--- src/rtl/if_id_queue_pkg.sv ---
// Shared types and constants for the IF/ID decoupling queue.
package if_id_queue_pkg;
  localparam int          DEPTH_DEF = 4;
  localparam int          PC_W      = 32;
  localparam int          ENTRY_W   = 64;
  localparam logic [31:0] NOP       = 32'd0;

  typedef struct packed {
    logic [PC_W-1:0] pc;
    logic [31:0]     instr;
  } entry_t;
endpackage

--- src/rtl/if_id_queue_if.sv ---
// Fetch/decode handshake bundle around the IF/ID queue.
interface if_id_queue_if #(parameter int AW = 2);
  import if_id_queue_pkg::*;

  logic            flush;
  logic            push_valid;
  logic [PC_W-1:0] push_pc;
  logic [31:0]     push_instr;
  logic            full;
  logic            pop;
  logic            out_valid;
  logic [PC_W-1:0] out_pc;
  logic [31:0]     out_instr;
  logic [AW:0]     count;

  modport master (output flush, push_valid, push_pc, push_instr, pop,
                  input  full, out_valid, out_pc, out_instr, count);
  modport slave  (input  flush, push_valid, push_pc, push_instr, pop,
                  output full, out_valid, out_pc, out_instr, count);
endinterface

--- src/rtl/if_id_queue_ram.sv ---
// Queue storage: register array, synchronous write, asynchronous read.
module queue_ram
  import if_id_queue_pkg::*;
#(
  parameter int DEPTH = DEPTH_DEF,
  parameter int AW    = 2
) (
  input  logic          clk,
  input  logic          we,
  input  logic [AW-1:0] waddr,
  input  entry_t        wdata,
  input  logic [AW-1:0] raddr,
  output entry_t        rdata
);
  // No reset: stale contents are masked by the occupancy count.
  entry_t mem [DEPTH];

  always_ff @(posedge clk)
    if (we) mem[waddr] <= wdata;

  assign rdata = mem[raddr];
endmodule

--- src/rtl/if_id_queue.sv ---
// IF/ID instruction queue: pointer/count control around queue_ram.
module if_id_queue
  import if_id_queue_pkg::*;
#(
  parameter int DEPTH = DEPTH_DEF,
  parameter int AW    = 2
) (
  input  logic clk,
  input  logic rst,
  if_id_queue_if.slave q
);
  logic [AW-1:0] wr_ptr, rd_ptr;
  logic [AW:0]   count;
  logic          push_ok, pop_ok;
  entry_t        wr_entry, rd_entry;

  // Flush outranks both sides; a full queue refuses the push even if popped.
  assign push_ok = q.push_valid & ~q.full & ~q.flush;
  assign pop_ok  = q.pop & q.out_valid & ~q.flush;

  always_ff @(posedge clk or posedge rst) begin
    if (rst) begin
      wr_ptr <= '0;
      rd_ptr <= '0;
      count  <= '0;
    end else if (q.flush) begin
      wr_ptr <= '0;
      rd_ptr <= '0;
      count  <= '0;
    end else begin
      if (push_ok) wr_ptr <= wr_ptr + 1'b1;
      if (pop_ok)  rd_ptr <= rd_ptr + 1'b1;
      if (push_ok && !pop_ok)      count <= count + 1'b1;
      else if (!push_ok && pop_ok) count <= count - 1'b1;
    end
  end

  assign wr_entry = '{pc: q.push_pc, instr: q.push_instr};

  queue_ram #(.DEPTH(DEPTH), .AW(AW)) u_ram (
    .clk   (clk),
    .we    (push_ok),
    .waddr (wr_ptr),
    .wdata (wr_entry),
    .raddr (rd_ptr),
    .rdata (rd_entry)
  );

  assign q.count     = count;
  assign q.full      = (count == (AW+1)'(DEPTH));
  assign q.out_valid = (count != '0);
  assign q.out_pc    = q.out_valid ? rd_entry.pc    : NOP;
  assign q.out_instr = q.out_valid ? rd_entry.instr : NOP;
endmodule

--- src/flat_wrapper.sv ---
// flat-port wrapper written by rule: the top's interface ports become plain ports
module if_id_queue_flat import if_id_queue_pkg::*;
#(
  parameter int DEPTH = DEPTH_DEF,
  parameter int AW    = 2
)
  (clk, rst, q_flush, q_push_valid, q_push_pc, q_push_instr, q_pop, q_full, q_out_valid, q_out_pc, q_out_instr, q_count);
  if_id_queue_if #(.AW(AW)) q_i ();
  input  logic clk;
  input  logic rst;
  input wire logic [$bits(q_i.flush)-1:0] q_flush;
  input wire logic [$bits(q_i.push_valid)-1:0] q_push_valid;
  input wire logic [$bits(q_i.push_pc)-1:0] q_push_pc;
  input wire logic [$bits(q_i.push_instr)-1:0] q_push_instr;
  input wire logic [$bits(q_i.pop)-1:0] q_pop;
  output wire logic [$bits(q_i.full)-1:0] q_full;
  output wire logic [$bits(q_i.out_valid)-1:0] q_out_valid;
  output wire logic [$bits(q_i.out_pc)-1:0] q_out_pc;
  output wire logic [$bits(q_i.out_instr)-1:0] q_out_instr;
  output wire logic [$bits(q_i.count)-1:0] q_count;
  assign q_i.flush = q_flush;
  assign q_i.push_valid = q_push_valid;
  assign q_i.push_pc = q_push_pc;
  assign q_i.push_instr = q_push_instr;
  assign q_i.pop = q_pop;
  assign q_full = q_i.full;
  assign q_out_valid = q_i.out_valid;
  assign q_out_pc = q_i.out_pc;
  assign q_out_instr = q_i.out_instr;
  assign q_count = q_i.count;
  if_id_queue #(.DEPTH(DEPTH), .AW(AW)) u_core (.clk(clk), .rst(rst), .q(q_i));
endmodule
--- config.mk ---
export PLATFORM = sky130hd
export DESIGN_NAME = if_id_queue_flat
export DESIGN_NICKNAME = d
export VERILOG_FILES = /design/src/rtl/if_id_queue_pkg.sv /design/src/rtl/if_id_queue_if.sv /design/src/rtl/if_id_queue_ram.sv /design/src/rtl/if_id_queue.sv /design/src/flat_wrapper.sv
export SDC_FILE = /design/constraint.sdc
export NUM_CORES = 1
export LEC_CHECK = 0
export CAP_MARGIN = 10
export CORE_MARGIN = 5
export CORE_UTILIZATION = 50
export CTS_CLUSTER_DIAMETER = 80
export CTS_CLUSTER_SIZE = 20
export DETAILED_ROUTE_END_ITERATION = 16
export PLACE_DENSITY = 0.74
export SYNTH_ARGS = -nofsm -noshare
export SYNTH_HDL_FRONTEND = slang
export SYNTH_HIERARCHICAL = 1
export SYNTH_SLANG_ARGS = --single-unit
--- constraint.sdc ---
create_clock -name clk -period 10.9 [get_ports clk]
set_clock_uncertainty 0.05 [all_clocks]
set_input_delay 2.18 -clock clk [delete_from_list [all_inputs] [get_ports clk]]
set_output_delay 2.18 -clock clk [all_outputs]
set_load 0.005 [all_outputs]
[Yosys cells after proc, flatten, opt, wreduce, memory -nomap -nowiden]
Memory sizes are Yosys's and may differ from the RTL's.
Cells that the tools add are included.
Word-level totals
  flip-flop bits (word level): 7
  memory bits (writable): 256
  input bits: 69
  output and inout port bits: 69
  word-level logic and storage cells: 34
  memories kept: 1
Cells by class
  add/subtract/negate cells: 4
  eq/ne operators: 1
  mux-type cells: 11
  bitwise operators: 6
  reduce and logical (&&, ||, !) cells: 8
Memories
  u_core.u_ram.mem: depth 4, width 64, rd ports 1, clocked after memory_dff 0, write ports 1, RTL line if_id_queue_ram.sv:16  | entry_t mem [DEPTH];
Operator list (number)
  32-bit 2-to-1 mux: 2
  3-bit 2-to-1 mux: 3
  2-bit 2-to-1 mux: 4
  3-bit nonzero test: 2
  2-bit by 1-bit adder with 2-bit output, second input constant: 2
  1-bit AND: 4
  2-bit nonzero test: 2
  3-bit by 1-bit adder with 3-bit output, second input constant: 1
  3-bit equality test, second input constant: 1
  3-bit by 1-bit subtractor with 3-bit output, second input constant: 1
  1-bit logical AND: 2
  1-bit zero test: 2
  1-bit 2-to-1 mux: 2
  1-bit inverter: 2

[Logic depth before layout (Yosys ltp)]
Gate-level depths: netlist (run 1).
  depth in word-level cells: 9
  depth in mapped cells: 8
  gate-level depth less buffers: 7

[Cells and area by module]
Netlist (run 1), hierarchy kept.
By module, submodules not included
  queue_ram: instances 1, cells each 338, area an instance 9341.5 um^2, seq. area each 7687.4 um^2
  if_id_queue: instances 1, cells each 128, area an instance 969.7 um^2, seq. area each 175.2 um^2

[Worst setup path before layout (run 1)]
No wires, ideal clock.
  path kind: in2reg
  start point: in q_push_valid
  end point: mem u_core/u_ram/mem[0][0] (netlist bit) (enable)
  library setup time: 0.578 ns
  arrival time: 7.276 ns
  data required time: 10.272 ns
  setup slack: 2.996 ns
  stages on the path: 4
  buffers on the path: 1
  cells stage by stage: buf_2 nand2_1 nor2_1 nor3b_1
On the way
  longest elaborated chain between the ends: 4
RTL lines
  from (decl): RTL line flat_wrapper.sv:12  | input wire logic [$bits(q_i.push_valid)-1:0] q_push_valid;
  1-bit AND (2 in a row): RTL line if_id_queue.sv:18  | assign push_ok = q.push_valid & ~q.full & ~q.flush;
  via u_core.push_ok: RTL line if_id_queue.sv:14  | logic push_ok, pop_ok;
  1-bit 2-to-1 mux: RTL line if_id_queue_ram.sv:19  | if (we) mem[waddr] <= wdata;
  1-bit 2-to-1 mux (not written as such): RTL line if_id_queue_ram.sv:19
  to (decl): RTL line if_id_queue_ram.sv:16
The timed path passes the listed nets, and every way through them passes these cells.

==> metrics.txt, run 1 <==
commonest cells after routing, fill and taps aside edfxtp_1, clkdlybuf4s50_1, and2_1, mux4_2, clkbuf_16; PostCTS Resize Cnt 0; cells after synthesis about 470; Post-synth EDFFs approximately 260; Ports ~140; initial DRC count ~280; die height ~150 microns; final hold slack about 0.6 ns; max-slew headroom at the worst pin 0.2673; CTS tree done; most common cell after layout, fill and taps aside edfxtp_1; area of the mapped netlist 10,310 sq um; input/output buffers between 100 and 150; total gr overflow 0; ANT nets after route 0; worst path arrival time around 3.3 ns; Final Hold Vio Count 0; core area between 20,000 and 25,000 sq um; number of global-route vias before repair about 5,300; DP HPWL around 11 mm; worst skew pair latency 0.47 ns; max incr delay on CP around 0.85 ns; Final setup viols 0; WL per Instance 21.49 microns; minimum clock period after layout roughly 5.5 ns; dominant cells by area after synthesis edfxtp_1, mux4_2, and2_1, dfrtp_1, buf_12; TNS Setup 0 ns; critical path startpoint category flop; final WL between 15 and 20 mm; Worst Hold Class flop to flop; R2R setup slack 8.19 ns; end of the critical path q_out_instr[2]; crit-path cells buf_4 > mux4_1 > and2_1 > clkdlybuf4s50_1; Tcrit/Tclk final 0.5039; CP startpoint u_core/rd_ptr[0]; clk sinks 263; mean post-synth cell area about 22 sq um; Num CTS Buffers 17; status finished, final reports clean; WS Path Type flop to primary output; asr flop ratio synth 0.02662; distinct cell type count after synthesis 37; cts-stage hold buffer count 0; WP depth 4; die span in x 153.6 microns; fin util 0.6061; GRT Resource Usage Total 0.1592; number of remaining DRC errors 0; YS warnings 6; buffer and inverter count on the worst path 2; DIE AREA approximately 24,000 sq um; fraction of layout cells with a size suffix above 1 0.1565; Max Cap Viol 0; Crit-path slowest cell buf_4; largest net degree at the start of global routing 66; final net count 672; post-DR vias/cell about 5.5; Required @ worst endpoint 8.67 ns; antenna cells 0; H-tree Lvls 1; Mapped Nets about 540; Final Wtd Congestion between 0.7 and 0.8; Layout area overhead 19.33%; RSZ-0062 raised after global routing no; Post-CTS Setup Inserts 0; instance area at placement ~12,000 sq um; cell area after layout ~12,000 sq um; # fillers between 1,000 and 1,500; Main synth FF type edfxtp_1; CP delay by family, top buffers and inverters; max frequency ~180 MHz; Yosys top cell area share 0.7455; Slew Limit Fails 0; drt pass-1 iters 5; Starting Density 0.5080; Worst-Margin Slew roughly 1.1 ns; Seq/Total Area, Yosys 0.7625; worst-path maximum fanout 54; Synth Register Bits between 200 and 300; Critical Path End Type primary output; # rows 52; Max rail drop VDD approximately 0.00015 V; clock transition at the registers of the reported paths around 0.08 ns; first-pass GRT wire length ~30 mm; worst r2r src u_core/q.count[0]; clk root buf clkbuf_16; r2r endpoint u_core/u_ram/mem[1][41]; area leader, netlist edfxtp_1; Max clock buf depth 3; routed via count just under 5,000; Reg2Reg Depth 5; initial antenna violation count 0; leak pwr 3.852 nW; Pwr per Cell Area between 150 and 200 nW/um^2
## worst register-to-register path, delay by kind of cell (launching register included)
family        cells  cell delay, ns
buf+inv           1            0.58
flops             1            0.57
simple gates      4            1.14
## routing by layer
| metal | global-route usage | vias up | routed length [microns] |
|---|---|---|---|
| li1 | - | 2148 | - |
| met1 | 0.2206 | 2518 | 8069 |
| met2 | 0.2678 | 133 | 9496 |
| met3 | 0.03373 | 18 | 1056 |
| met4 | 0.02944 | 0 | 221 |
| met5 | 0 | - | 0 |
## logic make-up after synthesis
group / count (synthesis) / synth area share
fa+ha+maj: 1 / 0.001942
xor+xnor: 3 / 0.002549
flops: 263 / 0.7625
mux: 66 / 0.1434
compound gates: 13 / 0.009102
buf+inv: 33 / 0.02852
simple gates: 87 / 0.05194
## sequential cells by signal (all words and copies together) (netlist names)
| name | count |
|---|---|
| u_core/u_ram/mem | 256 |
| u_core/q.count | 3 |
| u_core/rd_ptr | 2 |
| u_core/wr_ptr | 2 |
## report_power, final
part	switching, W	internal [W]	leakage (nW)
Sequential	0.0000353	0.00115	2.41
Clock	0.000303	0.000292	0.226
Combinational	0.000221	0.000352	1.21
Total	0.000559	0.00180	3.85
## final cells by class
cell class | instances | area (sq um) | area share
inverter | 7 | 26.28 | 0.002135
sequential | 263 | 7870 | 0.6396
tap | 270 | 337.8 | 0.02746
clock buffer | 23 | 447.9 | 0.03640
timing repair buffer | 143 | 1429 | 0.1161
clock inverter | 1 | 20.02 | 0.001627
multi-input combinational | 170 | 2173 | 0.1766
## synthesized netlist by cell type (2+ instances only)
| cell | n |
|---|---|
| o2111ai_1 | 2 |
| nor3b_1 | 2 |
| a21oi_1 | 2 |
| and2_1 | 64 |
| buf_2 | 9 |
| mux4_1 | 4 |
| mux4_2 | 60 |
| nand3_1 | 3 |
| buf_6 | 8 |
| a211oi_1 | 2 |
| buf_12 | 6 |
| inv_1 | 7 |
| nand2_1 | 2 |
| and3b_1 | 3 |
| o21ai_0 | 2 |
| xor2_1 | 2 |
| dfrtp_1 | 7 |
| nor2_1 | 6 |
| edfxtp_1 | 256 |
| or3_1 | 2 |
## per-stage QoR
| stage | setup WS (ns) | cells | power [W] |
|---|---|---|---|
| final | 5.408 | 877 | 0.002357 |
| after global routing | 5.167 | 877 | 0.002473 |
| after CTS | 5.320 | 876 | 0.002385 |
| after detailed placement | 5.845 | 852 | 0.001791 |
| after global placement | 5.841 | 852 | 0.001785 |
| after floorplan | 2.996 | 466 | 0.001547 |
## how the worst min path moves through the flow
stage | startpoint | end | slack, ns | cells after the start
2_1_floorplan | u_core/rd_ptr[1] | u_core/rd_ptr[1] | 0.45 | 2
3_5_place_dp | u_core/q.count[2] | u_core/q.count[2] | 0.57 | 1
5_1_grt | u_core/q.count[2] | u_core/q.count[2] | 0.63 | 1
3_3_place_gp | u_core/q.count[2] | u_core/q.count[2] | 0.54 | 1
6_report | u_core/q.count[2] | u_core/q.count[2] | 0.61 | 1
4_1_cts | u_core/q.count[2] | u_core/q.count[2] | 0.59 | 1
(Power assumes the default switching activity.)
==> run 2, diff against run 1 <==
CORE_UTILIZATION = 49   (was 50)
PLACE_DENSITY = 0.75   (was 0.74)
clock period = 4.54 ns   (was 10.9 ns; I/O delays follow)
==> metrics.txt, run 2 (synthesis gave the netlist of run 1 again) <==
Required @ worst endpoint roughly 3.6 ns; status finished, final reports clean; Num CTS Buffers 17; combinational group share of total power 0.239; max reg flops 256; Worst-Margin Slew approximately 1.2 ns; post-DR vias/cell 5.544; worst r2r src u_core/q.count[0]; number of global-route vias before repair between 5,000 and 6,000; DP HPWL 11.77 mm; r2r endpoint u_core/u_ram/mem[2][34]; minimum clock period after layout 3.808 ns; GRT Resource Usage Total 0.1612; total net switching power 0.001374 W; initial DRC count about 250; Clock power frac 0.257; cell area after layout ~12,000 sq um; most common cell after layout, fill and taps aside edfxtp_1; PostCTS Resize Cnt 0; instance area at placement 11,870 sq um; final WL approximately 19 mm; critical path startpoint category flop; Pwr per Cell Area approximately 460 nW/um^2; Slew Limit Fails 0; biggest regs u_core/u_ram/mem: 256 flops, u_core/q.count: 3 flops; DIE AREA 24,040 sq um; TNS Setup 0 ns; drt pass-1 iters 5; WL per Instance between 20 and 25 microns; worst path arrival time 2.85 ns; Max Cap Viol 0; Final Hold Vio Count 0; Worst Hold Launch u_core/q.count[2]; cell internal pwr 0.004327 W; Tcrit/Tclk final 0.8387; max-slew headroom at the worst pin 0.2229; leak pwr between 3 and 4 nW; max frequency about 260 MHz; Final Wtd Congestion between 0.7 and 0.8; worst-path maximum fanout 65; # rows between 50 and 60; Worst Hold Class flop to flop; RSZ-0062 raised after global routing no; worst skew pair latency 0.48 ns; Final setup viols 0; die span in x approximately 160 microns; R2R setup slack 2.03 ns; ANT nets after route 0; cts-stage hold buffer count 0; number of remaining DRC errors 0; CP startpoint u_core/q.count[0]; initial antenna violation count 1; fraction of layout cells with a size suffix above 1 0.1566; clock transition at the registers of the reported paths ~0.080 ns; antenna cells 0; Layout area overhead 19.83%; clk root buf clkbuf_16; Max rail drop VDD approximately 0.00053 V; Seq pwr share 0.504; input/output buffers 137; Reg2Reg Depth 5; final net count a little under 700; first-pass GRT wire length 30.18 mm; # fillers 1,516; routed via count approximately 4,900; end of the critical path q_out_pc[23]; CTS tree done; Post-CTS Setup Inserts 0; total gr overflow 0; commonest cells after routing, fill and taps aside edfxtp_1, clkdlybuf4s50_1, and2_1, mux4_2, clkbuf_16; H-tree Lvls 1; die height about 160 microns; Critical Path End Type primary output; Switching Fraction 0.2410; largest net degree at the start of global routing between 60 and 70; cell count of the worst hold path 1; WS Path Type flop to primary output; Reg with most FFs u_core/u_ram/mem; Ports 138; Starting Density 0.4936; clk sinks 263; core area between 20,000 and 25,000 sq um; Max clock buf depth 3
run 2: worst max-delay path, stage by stage, from the launching register on:
cell             delay, ns
dfrtp_1               0.49
or3_2                 0.99
and2_1                0.41
clkdlybuf4s50_1       0.46
run 2: layout make-up:
class                           count  area [sq um]  share of cell area
Clock buffer                       28         466.7             0.03777
Timing Repair Buffer              144          1449              0.1173
Clock inverter                      1         20.02            0.001620
Sequential cell                   263          7870              0.6370
Inverter                            7         26.28            0.002127
Multi-Input combinational cell    170          2180              0.1764
Tap cell                          275         344.1             0.02785
run 2: power groups by stage:
| stage | registers (W) | clock network, W | logic (W) |
|---|---|---|---|
| finish | 0.00287 | 0.00147 | 0.00136 |
| global route | 0.00289 | 0.00161 | 0.00147 |
| CTS | 0.00288 | 0.00151 | 0.00139 |
| detailed placement | 0.00294 | 0 | 0.00138 |
| global placement | 0.00293 | 0 | 0.00136 |
| floorplan | 0.00285 | 0 | 0.000859 |
run 2: worst min-delay path by stage:
stage | end | slack (ns)
2_1_floorplan | u_core/rd_ptr[1] | 0.45
3_3_place_gp | u_core/q.count[2] | 0.52
3_5_place_dp | u_core/q.count[2] | 0.54
4_1_cts | u_core/q.count[2] | 0.56
5_1_grt | u_core/q.count[2] | 0.61
6_report | u_core/q.count[2] | 0.56
run 2: metal layers:
layer | routed length, microns | part of all wire | global-route usage | vias to the layer above
li1 | - | - | - | 2154
met1 | 8108 | 0.42 | 0.2246 | 2566
met2 | 9838 | 0.50 | 0.2709 | 178
met3 | 1292 | 0.066 | 0.03143 | 23
met4 | 229 | 0.012 | 0.03070 | 2
met5 | 13 | 0.00067 | 0 | -
run 2: per-stage QoR:
step | setup WS (ns) | hold WS [ns] | util | total power (W) | std cells
6_report | 0.7323 | 0.5621 | 0.5915 | 0.005702 | 888
5_1_grt | 0.5705 | 0.6142 | 0.5915 | 0.005970 | 888
4_1_cts | 0.6605 | 0.5576 | 0.5915 | 0.005786 | 888
3_5_place_dp | 1.048 | 0.5440 | 0.5682 | 0.004320 | 859
3_3_place_gp | 1.185 | 0.5192 | 0.5682 | 0.004288 | 859
2_1_floorplan | 0.2092 | 0.4537 | - | 0.003710 | 466
==> run 3, diff against run 2 <==
CORE_UTILIZATION = 50   (was 49)
PLACE_DENSITY = 0.74   (was 0.75)
clock period = 3.8 ns   (was 4.54 ns; I/O delays follow)
==> metrics.txt, run 3 (synthesis gave the netlist of run 1 again) <==
Tcrit/Tclk final 0.9577; worst skew pair latency around 0.48 ns; max reg flops 256; WL per Instance 21.75 microns; CTS tree done; Final setup viols 0; Layout area overhead 20.73%; biggest regs u_core/u_ram/mem: 256 flops, u_core/q.count: 3 flops; Pwr per Cell Area about 540 nW/um^2; DIE AREA 23,590 sq um; max-slew headroom at the worst pin 0.2553; status finished, final reports clean; final WL between 15 and 20 mm; worst path arrival time 2.83 ns; most common cell after layout, fill and taps aside edfxtp_1; combinational group share of total power 0.248; core area around 20,000 sq um; Slew Limit Fails 0; GRT Resource Usage Total 0.1644; Required @ worst endpoint 2.99 ns; max frequency 274.8 MHz; clk sinks between 200 and 300; WS Path Type flop to primary output; largest net degree at the start of global routing 66; minimum clock period after layout 3.639 ns; first-pass GRT wire length around 30 mm; Num CTS Buffers 17; Max Cap Viol 0; Tot Pwr roughly 0.0068 W; die span in x approximately 150 microns; worst-path maximum fanout 65; total gr overflow 0; antenna cells 0; Max clock buf depth 3; critical path startpoint category flop; commonest cells after routing, fill and taps aside edfxtp_1, clkdlybuf4s50_1, and2_1, mux4_2, clkbuf_16; Ports 138; Worst Hold Class input port to asynchronous set/reset pin; ANT nets after route 0; DP HPWL ~12 mm; Max rail drop VDD 0.0003394 V; Switching Fraction 0.2382; number of remaining DRC errors 0; Clock power frac 0.251; instance area at placement 11,980 sq um; Final Wtd Congestion ~0.72; routed via count 4,896; Starting Density 0.5080; fraction of layout cells with a size suffix above 1 0.1748; cts-stage hold buffer count 0; final net count between 600 and 700; Post-CTS Setup Inserts 0; TNS Setup 0 ns; PostCTS Resize Cnt 0; leak pwr between 3 and 4 nW; die height 153.6 microns; Critical Path End Type primary output; Seq pwr share 0.500; # rows 52; RSZ-0062 raised after global routing no; clock transition at the registers of the reported paths about 0.090 ns; number of global-route vias before repair roughly 5,300; cell area after layout roughly 12,000 sq um; post-DR vias/cell approximately 5.5; Final Hold Vio Count 0; Reg with most FFs u_core/u_ram/mem; initial antenna violation count 1; Worst-Margin Slew 1.117 ns; initial DRC count between 200 and 300; drt pass-1 iters 4; clk root buf clkbuf_16; cell internal pwr slightly above 0.005 W; input/output buffers approximately 140; H-tree Lvls 1; total net switching power ~0.0016 W
## run 3: cell types whose count changed in the layout (fill, tap and decap cells not counted), sizes merged
cell,delta
buf,+10
clkinv,+1
clkbuf,-7
clkinvlp,+1
## run 3: cell type report
type,count,area [sq um]
clock buffer,21,440.4
clock inverter,3,32.53
fill,1446,7851
inverter,7,26.28
multi-input combinational,170,2180
sequential,263,7870
tap,270,337.8
timing repair buffer,154,1562
## run 3: path summary, 6_finish.rpt
path / slack (ns) / cells after the start / start / end
max: 0.16 / 3 / u_core/q.count[0] / q_out_pc[27]
min: 0.48 / 2 / rst / u_core/q.count[0]
max reg2reg: 1.36 / 7 / u_core/q.count[0] / u_core/q.count[2]
min reg2reg: 0.56 / 1 / u_core/q.count[2] / u_core/q.count[2]
max in group asynchronous: 2.95 / 2 / rst / u_core/rd_ptr[1]
min in group clk: 0.56 / 1 / u_core/q.count[2] / u_core/q.count[2]
## run 3: critical path, stage by stage, from the launching register on
cell and delay, ns:
dfrtp_1 0.49, or3_2 0.98, and2_1 0.41, clkdlybuf4s50_1 0.46
## run 3: per-layer routing
layer | track usage | wire, microns
met2 | 0.2803 | 9875
met4 | 0.02986 | 291
met5 | 0 | 13
met3 | 0.03345 | 1090
met1 | 0.2255 | 8046
## run 3: power groups by stage
stage / sequential [W] / clock (W) / combinational (W)
2_1_floorplan: 0.00340 / 0 / 0.00103
5_1_grt: 0.00341 / 0.00190 / 0.00182
6_report: 0.00339 / 0.00170 / 0.00168
4_1_cts: 0.00339 / 0.00177 / 0.00172
3_3_place_gp: 0.00345 / 0 / 0.00169
3_5_place_dp: 0.00346 / 0 / 0.00172
## run 3: stage by stage
stage               setup WS, ns  hold slack (ns)    util  instances
floorplan                 0.4898           0.4537       -        466
detailed placement        0.6548           0.5552  0.5899        864
global placement          0.7263           0.4982  0.5899        864
finish                    0.1607           0.4825  0.6132        888
CTS                       0.1181           0.4666  0.6132        888
global route             0.01462           0.4877  0.6132        888
